## config.mk

```make
export PLATFORM = sky130hd
export DESIGN_NAME = ram_port_arbiter
export DESIGN_NICKNAME = d
export VERILOG_FILES = /design/src/rtl/ram_port_arbiter.sv
export SDC_FILE = /design/constraint.sdc
export NUM_CORES = 1
export LEC_CHECK = 0
export BUFFER_PORTS_ARGS = -buffer_cell sky130_fd_sc_hd__buf_2
export CAP_MARGIN = 5
export CORE_MARGIN = 5
export CORE_UTILIZATION = 35
export CTS_BUF_LIST = sky130_fd_sc_hd__clkbuf_8
export CTS_CLUSTER_DIAMETER = 50
export DETAILED_ROUTE_END_ITERATION = 6
export PLACE_DENSITY_LB_ADDON = 0.2
export SLEW_MARGIN = 20
export SYNTH_ARGS = -nofsm -noshare
export SYNTH_HDL_FRONTEND = slang
export SYNTH_SLANG_ARGS = --single-unit
```

## constraint.sdc

```tcl
create_clock -name clka -period 1.4 [get_ports clka]
set_clock_uncertainty 0.2 [all_clocks]
set_input_delay 0.28 -clock clka [delete_from_list [all_inputs] [get_ports clka]]
set_output_delay 0.28 -clock clka [all_outputs]
set_load 0.01 [all_outputs]
```

## src/rtl/ram_port_arbiter.sv

```systemverilog
// Round-robin arbiter sharing one single-port block RAM between two masters.
// Registered RAM command stage; read data returned through a tagged valid pipeline.
module ram_port_arbiter #(
    parameter int AW     = 5,
    parameter int DW     = 8,
    parameter int RD_LAT = 1
) (
    input  logic          clka,
    input  logic          rst,
    input  logic          m0_req,
    input  logic          m0_we,
    input  logic [AW-1:0] m0_addr,
    input  logic [DW-1:0] m0_wdata,
    output logic          m0_gnt,
    output logic          m0_rvalid,
    output logic [DW-1:0] m0_rdata,
    input  logic          m1_req,
    input  logic          m1_we,
    input  logic [AW-1:0] m1_addr,
    input  logic [DW-1:0] m1_wdata,
    output logic          m1_gnt,
    output logic          m1_rvalid,
    output logic [DW-1:0] m1_rdata,
    output logic          ram_ena,
    output logic          ram_wea,
    output logic [AW-1:0] ram_addra,
    output logic [DW-1:0] ram_dina,
    input  logic [DW-1:0] ram_douta
);

    // r_lp = id of the last master that transferred; the other one wins a tie.
    logic          r_lp;
    logic          r_ena;
    logic          r_wea;
    logic [AW-1:0] r_addra;
    logic [DW-1:0] r_dina;
    logic [RD_LAT:0] r_vld_pipe;
    logic [RD_LAT:0] r_id_pipe;

    logic          w_gnt0;
    logic          w_gnt1;
    logic          w_xfer;
    logic          w_id;
    logic          w_we;
    logic [AW-1:0] w_addr;
    logic [DW-1:0] w_wdata;
    logic          w_rv0;
    logic          w_rv1;

    always_comb begin
        w_gnt0  = m0_req & (~m1_req | r_lp);
        w_gnt1  = m1_req & (~m0_req | ~r_lp);
        w_xfer  = w_gnt0 | w_gnt1;
        w_id    = w_gnt1;
        w_we    = w_gnt1 ? m1_we    : m0_we;
        w_addr  = w_gnt1 ? m1_addr  : m0_addr;
        w_wdata = w_gnt1 ? m1_wdata : m0_wdata;
    end

    always_ff @(posedge clka or negedge rst) begin
        if (!rst) begin
            r_lp    <= 1'b1;
            r_ena   <= 1'b0;
            r_wea   <= 1'b0;
            r_addra <= '0;
            r_dina  <= '0;
        end else begin
            r_ena <= w_xfer;
            r_wea <= w_xfer & w_we;
            if (w_xfer) begin
                r_lp    <= w_id;
                r_addra <= w_addr;
                r_dina  <= w_wdata;
            end
        end
    end

    // Stage k holds the read issued k+1 edges ago; the last stage lines up with douta.
    always_ff @(posedge clka or negedge rst) begin
        if (!rst) begin
            r_vld_pipe <= '0;
            r_id_pipe  <= '0;
        end else begin
            r_vld_pipe[0] <= w_xfer & ~w_we;
            r_id_pipe[0]  <= w_id;
            for (int k = 1; k <= RD_LAT; k++) begin
                r_vld_pipe[k] <= r_vld_pipe[k-1];
                r_id_pipe[k]  <= r_id_pipe[k-1];
            end
        end
    end

    always_comb begin
        w_rv0 = r_vld_pipe[RD_LAT] & ~r_id_pipe[RD_LAT];
        w_rv1 = r_vld_pipe[RD_LAT] &  r_id_pipe[RD_LAT];
    end

    assign m0_gnt    = w_gnt0;
    assign m1_gnt    = w_gnt1;
    assign m0_rvalid = w_rv0;
    assign m1_rvalid = w_rv1;
    assign m0_rdata  = w_rv0 ? ram_douta : '0;
    assign m1_rdata  = w_rv1 ? ram_douta : '0;
    assign ram_ena   = r_ena;
    assign ram_wea   = r_wea;
    assign ram_addra = r_addra;
    assign ram_dina  = r_dina;

endmodule

```

==> implementation parameters <==
Parameter                              Value

Logic synthesis
  Total of warnings raised by yosys    0
  Mapped cell area    ~1100 µm²
  FFs w/ async S/R, synth    100%
  Simple-gate share of the synthesized area    22.8%
  Mux share of post-synthesis cell area    roughly 11%
  Most common cell in the netlist    dfrtp_1
  Synth Area in XOR/XNOR    0%
  Net count of the mapped netlist    ~150
  Top FF cell, synth    dfrtp_1
  Synthesized instance count    109
  Share of synthesized area occupied by flip-flops and latches    roughly 44%
  Unique masters post-synth    22
  Yosys top cell by area    dfrtp_1
  Mean post-synth cell area    10.5 µm²
  Cells taking the most area after synthesis    dfrtp_1, mux2i_1, and3b_1
  EDFF count, synth    0
  Top cell type's share of synthesized area    41.6%
  Area fraction in compound gates after synthesis    between 15 and 20%
  Combinational family with the most area after synthesis    simple AND/OR/NAND/NOR gates
  Post-synthesis adder-cell area fraction    0%
  Number of flip-flops and latches in the synthesized netlist    20
  Most numerous cell types in the synthesized netlist    dfrtp_1, a31oi_1, mux2i_1

Pwr
  Net switching power figure    between 0.0004 and 0.0005 W
  Proportion of power drawn by combinational gates    ~35%
  Clock power frac    23.0%
  Power density cells    around 890 nW/µm²
  Proportion of total power due to net switching    about 29%
  Cell internal pwr    between 0.001 and 0.0015 W
  Sequential power share    42.3%
  Leakage power figure    around 1.0 nW
  Worst IR drop on VDD    roughly 0.59 mV

Timing
  Smallest setup slack after layout    -0.235 ns
  Unrepaired setup endpoints after global routing    yes
  Max Slew Vio Count    0
  Transition time at the pin with the least slew margin    between 0.4 and 0.5 ns
  Final period util    117%
  Timing-limited maximum frequency    approximately 600 MHz
  Worst slew margin relative to its limit    70.9%
  Final critical-path required period    1.64 ns
  Final hold viol count    0
  Hold WS    between 0.02 and 0.025 ns
  Final count of negative-setup-slack endpoints    34

Setup path
  Type of origin of the critical path    register
  Data arrival time of the worst path    approximately 1.2 ns
  Largest stage delay on the critical path    about 0.56 ns
  Critical Path Fanout Max    3
  CP Class    reg2out
  CP endpoint kind    output port
  Critical path required time    roughly 0.92 ns
  Cell Chain, Critical Path    nand2b_4, nand2_4, inv_4, buf_6
  Critical Path Slowest Stage Cell    dfstp_2

Clock network
  Clock Root Buffer    clkbuf_8
  Clock transition at path regs    around 0.070 ns
  Clk_lat worst skew    around 0.25 ns
  CTS tree    done
  Maximum number of buffers from clock root to sink    2
  Maximum level of the CTS H-tree    1
  Number of buffers created by CTS    3
  Sinks on Clock Net    20

Global route
  Vias in the first global route    1,204
  Aggregate global routing overflow    0
  Maximum number of pins on one net before global-route repair    21
  Overall Global Routing Usage    around 15%
  Number of antenna violations at the first check in global routing    0
  First-pass GRT wire length    ~5.3 mm

Job
  Reported max-cap violation count    0

Floorplanning
  Core area    around 3100 µm²
  Total Die Area    4510 µm²
  # rows    20
  Die height    67.2 µm
  Chip Width    roughly 67 µm
  Top Ports    75
  Initial Utilization    36.9%

Detailed routing
  Via total after detailed routing    1,196
  DRC Markers    0
  Routed via count divided by cell count    4.88
  Routed wire length per instance    between 10 and 15 µm
  First-pass iteration count of the detailed router    4
  Remaining antenna violation count    0
  Total wire length after detailed routing    roughly 3.4 mm
  Number of DRC markers after the initial detailed-route iteration    26

Layout
  Area of the multi-input gates    just over 600 µm²
  Ratio of cells with drive above 1 in the final layout    between 50% and 60%
  Antenna Diode Count    0
  Area of all placed cells without fillers    between 1500 and 2000 µm²
  Layout Area Growth over Synthesis    60.5%
  Post-layout utilization of the core    between 50% and 60%
  Final Net Count    around 240
  Fillers    301
  Combined flip-flop and latch cell area    approximately 500 µm²

Placement
  Detail Placement HPWL    between 2 and 3 mm
  # port buffers    between 70 and 80
  Area after detailed placement    roughly 1600 µm²
  Final weighted congestion in routability-driven placement    slightly above 0.7

Hold path
  Kind of path behind the tightest hold check    in2reg

Status
  Outcome    finished with violations
  Failing checks    negative setup slack
critical path: cells and delay by family, from the launching register on:
family	cells	cell delay [ns]
simple gates	2	0.19
buf+inv	2	0.15
flops	1	0.56
cell type report:
cell class	count	area share, %
Timing Repair Buffer	96	33.3
Multi-Input combinational cell	79	33.3
Sequential cell	20	27.4
Tap cell	44	3.00
Clock inverter	1	0.204
Inverter	2	0.545
Clock buffer	3	2.25
power groups by stage:
stage | registers (W) | clock network, W | logic, W
2_1_floorplan | 0.000729 | 0 | 0.000221
3_3_place_gp | 0.000695 | 0 | 0.000482
3_5_place_dp | 0.000700 | 0 | 0.000499
4_1_cts | 0.000689 | 0.000392 | 0.000530
5_1_grt | 0.000700 | 0.000409 | 0.000622
6_report | 0.000692 | 0.000377 | 0.000566
per-stage QoR:
step,TNS (ns),cells,setup slack [ns],power [W]
floorplan,0,109,0.0413,0.000950
global placement,-0.00789,236,-0.00789,0.00118
detailed placement,-0.163,236,-0.0508,0.00120
CTS,-5.27,244,-0.229,0.00161
global route,-6.74,245,-0.288,0.00173
finish,-4.95,245,-0.235,0.00164
what timing repair did:
item / in CTS / in global routing
setup buffers: 4 / 3
gates resized for setup: 9 / 21
hold buffers: 1 / 0
cloned: 0 / 1
endpoints found under the hold margin: 19 / 0
endpoints found under the setup margin: 30 / 34
pin swaps: 0 / 4
worst paths after layout:
path,start,to,slack [ns],cells after the start
max reg2reg,r_lp,ram_addra[3],-0.10,5
max,r_lp,m0_gnt,-0.24,4
min,m0_we,r_vld_pipe[0],0.02,2
max in group asynchronous,rst,r_lp,0.37,2
min reg2reg,r_vld_pipe[0],r_vld_pipe[1],0.15,0
min in group asynchronous,rst,ram_addra[3],0.29,2
cells by family (layout without fill, tap and decap cells):
logic type,Yosys count,after routing
mux,13,13
buf+inv,11,102
flops,20,20
simple gates,35,36
compound gates,30,30
cell usage in the layout (no fill, tap or decap):
cell type / netlist / routed
nor2b_4: 0 / 1
nand2b_1: 1 / 1
a31oi_1: 13 / 13
dlygate4sd3_1: 0 / 1
and3b_2: 3 / 3
and3_1: 8 / 4
buf_2: 3 / 69
dfrtp_1: 19 / 18
a22o_1: 1 / 1
o21ai_0: 6 / 2
inv_1: 2 / 2
buf_6: 4 / 13
o21ai_1: 9 / 13
a21boi_2: 0 / 1
mux2i_1: 13 / 13
buf_4: 1 / 12
and2_1: 9 / 9
or2_2: 1 / 1
clkbuf_8: 0 / 3
nor2b_2: 0 / 1
and3b_1: 10 / 10
dfrtp_2: 0 / 1
and3_4: 0 / 4
nand2_4: 0 / 1
dfstp_2: 1 / 1
buf_12: 0 / 1
nand2b_4: 1 / 1
inv_4: 0 / 1
registers in the layout, summed over array words and instances, names as in the netlist:
signal	cells
r_lp	1
r_vld_pipe	2
ram_addra	5
ram_wea	1
ram_ena	1
ram_dina	8
r_id_pipe	2
layer usage:
metal  vias up  GRT usage (%)  wire length, µm
li1        581              -                -
met1       571           17.9             1410
met2        42           26.3             1690
met3         2           4.66              243
met4         0           3.04               17
met5         -              0                0
(Power assumes the default switching activity.)
